## src/rtl/sensor_conditioner_if.sv

```systemverilog
// Signal bundle between the raw sensor front end and the home-automation controller.
// The master drives the raw contacts and ADC samples; the slave (conditioner) returns the clean sensor set.
interface sensor_conditioner_if;
  logic       raw_fd;
  logic       raw_rd;
  logic       raw_w;
  logic       raw_fa;
  logic [6:0] st_raw;
  logic       st_vld;
  logic       SFD;
  logic       SRD;
  logic       SW;
  logic       SFA;
  logic [6:0] ST;
  logic       st_ready;

  modport master (
    output raw_fd, raw_rd, raw_w, raw_fa, st_raw, st_vld,
    input  SFD, SRD, SW, SFA, ST, st_ready
  );

  modport slave (
    input  raw_fd, raw_rd, raw_w, raw_fa, st_raw, st_vld,
    output SFD, SRD, SW, SFA, ST, st_ready
  );
endinterface

```

## src/rtl/sensor_conditioner.sv

```systemverilog
// Sensor input stage: 2-FF sync plus debounce for door/window/fire contacts,
// moving-average filter for the ADC temperature word.
module sensor_conditioner #(
    parameter int         DEB_CYCLES = 16,
    parameter int         FA_CYCLES  = 4,
    parameter int         AVG_LOG2   = 2,
    parameter logic [6:0] ST_RST     = 7'd25
) (
    input logic                 Clk,
    input logic                 Rst,
    sensor_conditioner_if.slave bus
);

    // Contact order: 0 front door, 1 rear door, 2 window, 3 fire alarm.
    logic [3:0] raw_vec;
    assign raw_vec = {bus.raw_fa, bus.raw_w, bus.raw_rd, bus.raw_fd};

    for (genvar g = 0; g < 4; g++) begin : g_deb
        localparam int N  = (g == 3) ? FA_CYCLES : DEB_CYCLES;
        localparam int CW = $clog2(N);
        localparam logic [CW-1:0] LAST = CW'(N - 1);

        logic [1:0]    sync;
        logic [CW-1:0] cnt;
        logic          q;

        // Output flips only after sync[1] has disagreed with q for N sampled cycles in a row.
        always_ff @(posedge Clk or negedge Rst) begin
            if (!Rst) begin
                sync <= '0;
                cnt  <= '0;
                q    <= 1'b0;
            end else begin
                sync <= {sync[0], raw_vec[g]};
                if (sync[1] == q) begin
                    cnt <= '0;
                end else if (cnt == LAST) begin
                    q   <= sync[1];
                    cnt <= '0;
                end else begin
                    cnt <= cnt + CW'(1);
                end
            end
        end
    end

    assign bus.SFD = g_deb[0].q;
    assign bus.SRD = g_deb[1].q;
    assign bus.SW  = g_deb[2].q;
    assign bus.SFA = g_deb[3].q;

    // Handshake: st_vld is a one-cycle strobe with no back-pressure, every strobe is
    // absorbed; st_ready is a status flag that rises once the first sample primed the window.
    localparam int W    = 1 << AVG_LOG2;
    localparam int SUMW = 7 + AVG_LOG2;

    logic [6:0]      taps [W];
    logic [SUMW-1:0] sum;
    logic [SUMW-1:0] new_sum;
    logic            prime;

    // The sum always covers exactly the taps, so subtracting the oldest tap never underflows.
    always_comb begin
        new_sum = sum + SUMW'(bus.st_raw) - SUMW'(taps[W-1]);
    end

    always_ff @(posedge Clk or negedge Rst) begin
        if (!Rst) begin
            for (int i = 0; i < W; i++) taps[i] <= '0;
            sum          <= '0;
            prime        <= 1'b0;
            bus.st_ready <= 1'b0;
            bus.ST       <= ST_RST;
        end else if (bus.st_vld) begin
            if (!prime) begin
                // First sample fills the whole window so the average starts at that value.
                for (int i = 0; i < W; i++) taps[i] <= bus.st_raw;
                sum          <= SUMW'(bus.st_raw) << AVG_LOG2;
                bus.ST       <= bus.st_raw;
                prime        <= 1'b1;
                bus.st_ready <= 1'b1;
            end else begin
                taps[0] <= bus.st_raw;
                for (int i = 1; i < W; i++) taps[i] <= taps[i-1];
                sum    <= new_sum;
                bus.ST <= 7'(new_sum >> AVG_LOG2);
            end
        end
    end

endmodule

```

## src/flat_wrapper.sv

```systemverilog
// flat-port wrapper written by rule: the top's interface ports become plain ports
module sensor_conditioner_flat 
#(
    parameter int         DEB_CYCLES = 16,
    parameter int         FA_CYCLES  = 4,
    parameter int         AVG_LOG2   = 2,
    parameter logic [6:0] ST_RST     = 7'd25
)
  (Clk, Rst, bus_raw_fd, bus_raw_rd, bus_raw_w, bus_raw_fa, bus_st_raw, bus_st_vld, bus_SFD, bus_SRD, bus_SW, bus_SFA, bus_ST, bus_st_ready);
  sensor_conditioner_if bus_i ();
  input logic Clk;
  input logic Rst;
  input wire logic [$bits(bus_i.raw_fd)-1:0] bus_raw_fd;
  input wire logic [$bits(bus_i.raw_rd)-1:0] bus_raw_rd;
  input wire logic [$bits(bus_i.raw_w)-1:0] bus_raw_w;
  input wire logic [$bits(bus_i.raw_fa)-1:0] bus_raw_fa;
  input wire logic [$bits(bus_i.st_raw)-1:0] bus_st_raw;
  input wire logic [$bits(bus_i.st_vld)-1:0] bus_st_vld;
  output wire logic [$bits(bus_i.SFD)-1:0] bus_SFD;
  output wire logic [$bits(bus_i.SRD)-1:0] bus_SRD;
  output wire logic [$bits(bus_i.SW)-1:0] bus_SW;
  output wire logic [$bits(bus_i.SFA)-1:0] bus_SFA;
  output wire logic [$bits(bus_i.ST)-1:0] bus_ST;
  output wire logic [$bits(bus_i.st_ready)-1:0] bus_st_ready;
  assign bus_i.raw_fd = bus_raw_fd;
  assign bus_i.raw_rd = bus_raw_rd;
  assign bus_i.raw_w = bus_raw_w;
  assign bus_i.raw_fa = bus_raw_fa;
  assign bus_i.st_raw = bus_st_raw;
  assign bus_i.st_vld = bus_st_vld;
  assign bus_SFD = bus_i.SFD;
  assign bus_SRD = bus_i.SRD;
  assign bus_SW = bus_i.SW;
  assign bus_SFA = bus_i.SFA;
  assign bus_ST = bus_i.ST;
  assign bus_st_ready = bus_i.st_ready;
  sensor_conditioner #(.DEB_CYCLES(DEB_CYCLES), .FA_CYCLES(FA_CYCLES), .AVG_LOG2(AVG_LOG2), .ST_RST(ST_RST)) u_core (.Clk(Clk), .Rst(Rst), .bus(bus_i));
endmodule
```

## config.mk

```make
export PLATFORM = sky130hd
export DESIGN_NAME = sensor_conditioner_flat
export DESIGN_NICKNAME = d
export VERILOG_FILES = /design/src/rtl/sensor_conditioner_if.sv /design/src/rtl/sensor_conditioner.sv /design/src/flat_wrapper.sv
export SDC_FILE = /design/constraint.sdc
export NUM_CORES = 1
export LEC_CHECK = 0
export BUFFER_PORTS_ARGS = -buffer_cell sky130_fd_sc_hd__buf_2
export CAP_MARGIN = 20
export CORE_AREA = 3 3 90 92
export DETAILED_ROUTE_END_ITERATION = 7
export DIE_AREA = 0 0 93 95
export GPL_TIMING_DRIVEN = 0
export PLACE_DENSITY_LB_ADDON = 0.25
export SYNTH_ARGS = -nofsm -noshare
export SYNTH_HDL_FRONTEND = slang
export SYNTH_SLANG_ARGS = --single-unit
export TNS_END_PERCENT = 30
```

## constraint.sdc

```tcl
create_clock -name Clk -period 2.3 [get_ports Clk]
set_input_delay 0.23 -clock Clk [delete_from_list [all_inputs] [get_ports Clk]]
set_output_delay 0.23 -clock Clk [all_outputs]
set_load 0.1 [all_outputs]
```

After elaboration in Yosys (flattened, before gate mapping)
Index checks and enable logic that the tools add are counted.
Storage, ports and cells
  output and inout bits: 12
  register bits: 72
  latch bits: 0
  ROM bits: 0
  RAM bits: 0
  word-level logic and storage cells: 55
  memories kept: 0
Operators by class
  bitwise operators: 5
  divide/modulo/power cells: 0
  multipliers: 0
  magnitude comparators: 0
  eq/ne operators: 8
  reduce and logical (&&, ||, !) cells: 5
  add/sub/neg operators: 6
  shift operators: 0
  muxes and demuxes: 11
Operators by type and width (number)
  $mux W4: 6
  $mux W21: 1
  $add A4 B1 Y4 const B: 3
  $eq A4 B4 Y1 const B: 3
  $reduce_and A2 Y1: 5
  $add A9 B7 Y9: 1
  $mux W9: 1
  $sub A9 B7 Y9: 1
  $mux W7: 1
  $not A1 Y1: 5
  $eq A1 B1 Y1: 4
  $mux W2: 2
  $add A2 B1 Y2 const B: 1
  $eq A2 B2 Y1 const B: 1

Longest topological paths before layout
  word-level depth: 3
  depth in mapped cells: 11
  depth with buffers taken out: 11

Worst setup path before layout
No wires, ideal clock.
  path type: reg-to-reg
  start point: register u_core.sum[5]
  end point: register u_core.sum[8]
  path buffers: 0
  period minus slack after synthesis: 2.250 ns
  data arrival time: 2.131 ns
  slack: 0.050 ns
  library setup time: 0.120 ns
  cell stages (with the launch flop): 10
  required time: 2.180 ns
  path through: dfrtp_1 inv_1 fa_1 inv_1 ha_1 a21oi_2 o21ai_2 or4_1 nand4_1 nor2_1
Between the ends
  word-level cells in the longest chain between the ends: 3
Ends and longest elaborated chain
  start, declared: line sensor_conditioner.sv:58  | logic [SUMW-1:0] sum;
  start signal, assigned: line sensor_conditioner.sv:78  | sum <= SUMW'(bus.st_raw) << AVG_LOG2;
  start signal, assigned: line sensor_conditioner.sv:85  | sum <= new_sum;
  $add A9 B7 Y9: line sensor_conditioner.sv:64  | new_sum = sum + SUMW'(bus.st_raw) - SUMW'(taps[W-1]);
  $sub A9 B7 Y9: line sensor_conditioner.sv:64
  $mux W9: line sensor_conditioner.sv:75  | if (!prime) begin
Every way passes these cells.
A chain may end at the register's enable or synchronous reset.

Final worst setup path
Same ends and word-level chain as after synthesis.

==> results by group <==
Status
  – Status: finished, violations left
  – Failing checks: hold timing

Timing
  – Fin crit share: 0.974
  – FMAX: 447 MHz
  – Rel. slew slack: 0.428
  – Min Tclk post-route: 2.24 ns
  – Final Hold Fails: 24
  – Unrepaired setup endpoints after global routing: yes
  – Measured slew at the worst slew-check pin: roughly 0.86 ns
  – Hold Slack: -0.0111 ns
  – Max Clock Skew: 0.00565 ns
  – Max Slew Vio Count: 0
  – Final setup violation count: 0

Pwr
  – Worst vdd ir: 0.000744 V
  – Switch share: 0.416
  – Leakage: 1.77 nW
  – Clk pwr share: 0.201
  – Combinational group share of total power: 0.510
  – Internal: 3.18 mW
  – Net Switching: 2.26 mW
  – Power share of the sequential group: 0.289
  – PwrDens: 1360 nW/um2

Finish
  – Area delta synth->final: 21.6%
  – Fin util: 0.548
  – Fill cells: 675
  – Post-route design area: 4000 um2
  – ANT cells: 0
  – Share of layout cells above drive strength 1: 0.257
  – Fin nets: 403

Detailed routing
  – Via/cell ratio: ~5.2
  – Pre-Repair DR Iteration Count: 5
  – DRC violations left: 0
  – Routed vias: between 2,000 and 2,500
  – Starting DRT DRC Count: 142
  – DRT antenna net count: 0
  – WL final: 7050 um
  – WL/cell: 14.9 um

Flow run
  – Max cap viols: 0

Synthesis
  – Area leader, netlist: dfrtp_1
  – Register area share after synthesis: 0.519
  – Synth Area in Compound Gates: 0.139
  – Number of synthesized register bits: 68
  – Post-Synth Simple-Gate Area: 0.117
  – Cell Area, Synth: about 3300 um2
  – Post-Syn Area per Cell: 10.2 um2
  – Top cells by area, synth: dfrtp_1, a21oi_1, nor2_1, ha_1, fa_1
  – Synth cell types: 40
  – Post-Synth XOR/XNOR Area: 0.0266
  – Mux contribution to synthesized area: 0.0442
  – Yosys synthesis warning count: 0
  – Area share of the largest cell type after synthesis: 0.495
  – Net count after synthesis: 356
  – Gate Count Post-Synth: 322
  – Largest family of logic cells by synthesized area: compound AO/OA/AOI/OAI gates
  – Adder-cell share of the synthesized area: 0.0921

Clock tree
  – Clock Path Buffers: 2
  – Clock latency at the later pin of the worst-skew pair: 0.35 ns
  – Clock Pin Slew Worst Setup and Hold Paths: 0.08 ns
  – TritonCTS Buffers: 9
  – Root Driver: clkbuf_8
  – TritonCTS sink count: 68
  – CTS tree: built
  – H-tree levels: 3

Worst setup path
  – Crit Path Category: register to register
  – Crit start category: register
  – Worst EP arrival: roughly 2.5 ns
  – Reg2Reg Setup Slack: between 0.06 and 0.07 ns
  – Critical Path RT: around 2.5 ns
  – Worst Path Max Fanout: 5
  – CP Capture Type: register

Global routing
  – Met1 Use GR: 0.219
  – Largest net degree at the start of global routing: a little under 70
  – Tot GR Track Use: 0.170
  – Vias in the first global route: approximately 2,500
  – Global-route wire length before repair: 11,600 um
  – Top Usage Layer GRT: met2
  – Total congestion overflow: 0
  – Antenna violations before repair: 0
  – M3 GR Usage: 0.0390
  – Global Route met2 Usage: 0.272

Worst hold path
  – Min-delay worst type: input pin to async pin

Floorplanning
  – Io pins: 26
  – Die area: 8840 um2
  – Die Y-Extent: ~95 um
  – Core area: between 7000 and 8000 um2
  – Row cnt: 31
  – Starting Density: 0.451
  – Die width: about 93 um

Place
  – Placed wire-length estimate: 4580 um
  – Placed Area: roughly 3500 um2
  – Final GP Congestion: 0.865
  – Port bufs: 25
## cells by family (layout without fill, tap and decap cells)
| family | count (synthesis) | after routing |
|---|---|---|
| AO/OA/AOI/OAI | 81 | 81 |
| XOR/XNOR | 10 | 10 |
| adder cells (fa/ha/maj) | 20 | 20 |
| buffers and inverters | 50 | 102 |
| flip-flops | 68 | 68 |
| multiplexers | 13 | 13 |
| AND/OR/NAND/NOR | 80 | 80 |
## power by group through the flow
stage | Sequential [mW] | Combinational, mW | Clock, mW
CTS | 1.57 | 2.43 | 1.11
global placement | 1.58 | 2.09 | 0
detailed placement | 1.59 | 2.14 | 0
floorplan | 1.83 | 1.51 | 0
finish | 1.58 | 2.77 | 1.09
global route | 1.60 | 3.00 | 1.17
## final timing paths
kind | from | endpoint | cells after the start
worst max-delay path | u_core.sum[5] | u_core.sum[8] | 9
worst min-delay path | Rst | u_core.sum[7] | 1
worst max register to register | u_core.sum[5] | u_core.sum[8] | 9
worst min register to register | u_core.g_deb[2].sync[0] | u_core.g_deb[2].sync[1] | 0
max in group asynchronous | Rst | u_core.g_deb[0].cnt[2] | 1
min in group Clk | bus_st_raw[5] | u_core.taps[26] | 2
## metrics by stage
stage	hold WS (ns)	setup slack [ns]	setup TNS [ns]	std cells	power [mW]
global route	0.0729	-0.0556	-0.132	473	5.77
detailed placement	0.336	-0.167	-0.551	446	3.73
global placement	0.333	-0.157	-0.489	446	3.67
floorplan	-0.0656	0.0495	0	322	3.35
CTS	0.0260	-0.00613	-0.00613	469	5.10
finish	-0.0111	0.0607	0	473	5.44
## registers in the layout, indices dropped and copies added (netlist names), 3 cells and up
| register | cells |
|---|---|
| u_core.bus.ST | 3 |
| u_core.g_deb.cnt | 14 |
| u_core.taps | 28 |
| u_core.sum | 9 |
| u_core.g_deb.sync | 8 |
## synthesized netlist by cell type, drive strengths merged
| master | instances |
|---|---|
| xor2 | 2 |
| o31ai | 1 |
| nor3 | 2 |
| o21a | 1 |
| mux2 | 12 |
| nand2b | 5 |
| a211oi | 4 |
| nor2b | 5 |
| a21o | 1 |
| nand3 | 5 |
| dfstp | 3 |
| nor3b | 3 |
| mux2i | 1 |
| buf | 10 |
| clkbuf | 5 |
| a311oi | 1 |
| or4 | 2 |
| nor2 | 45 |
| a21oi | 58 |
| nand4b | 4 |
| o22ai | 3 |
| nand4 | 2 |
| nand2 | 5 |
| dfrtp | 65 |
| nand3b | 1 |
| o211ai | 1 |
| o21ai | 10 |
| fa | 7 |
| a31oi | 1 |
| ha | 13 |
| xnor2 | 8 |
| inv | 35 |
| or2 | 1 |
## layout make-up
class	count	area (um2)	share of cell area
Sequential cell	68	1710	0.427
Buffer	15	73.8	0.0185
Multi-Input combinational cell	204	1530	0.382
Timing Repair Buffer	36	220	0.0551
Clock inverter	6	88.8	0.0222
Clock buffer	10	128	0.0319
Tap cell	99	124	0.0310
Inverter	35	131	0.0329
## critical path, stage by stage (launching register included)
cell and delay, ns:
dfrtp_1 0.37, inv_2 0.05, fa_1 0.51, inv_1 0.07, ha_4 0.24, a21oi_4 0.16
o21ai_2 0.09, or4_1 0.50, nand4_1 0.10, nor2_1 0.05
## per-layer routing
metal	share of wire	vias to the layer above
li1	-	1178
met1	0.46	1222
met2	0.48	46
met3	0.046	9
met4	0.010	0
met5	0	-
## layout by cell type, fill, tap and decap left out, types with 6 or more instances in the layout
master,netlist,final
ha_1,13,6
o21ai_0,8,8
buf_4,4,12
mux2_2,11,12
fa_1,7,6
xnor2_1,8,8
ha_4,0,7
nor2_1,45,43
clkbuf_8,0,9
dfrtp_1,65,65
inv_1,35,27
inv_2,0,8
buf_2,2,26
clkbuf_1,5,6
a21oi_1,55,54
## repair_timing
item | in CTS | in global routing
endpoints found under the setup margin | 4 | 6
hold buffers | 4 | 0
setup buffers | 3 | 4
gates resized for setup | 10 | 20
pin swaps | 5 | 12
hold endpoints to repair | 4 | 0
(Power assumes the default switching activity.)
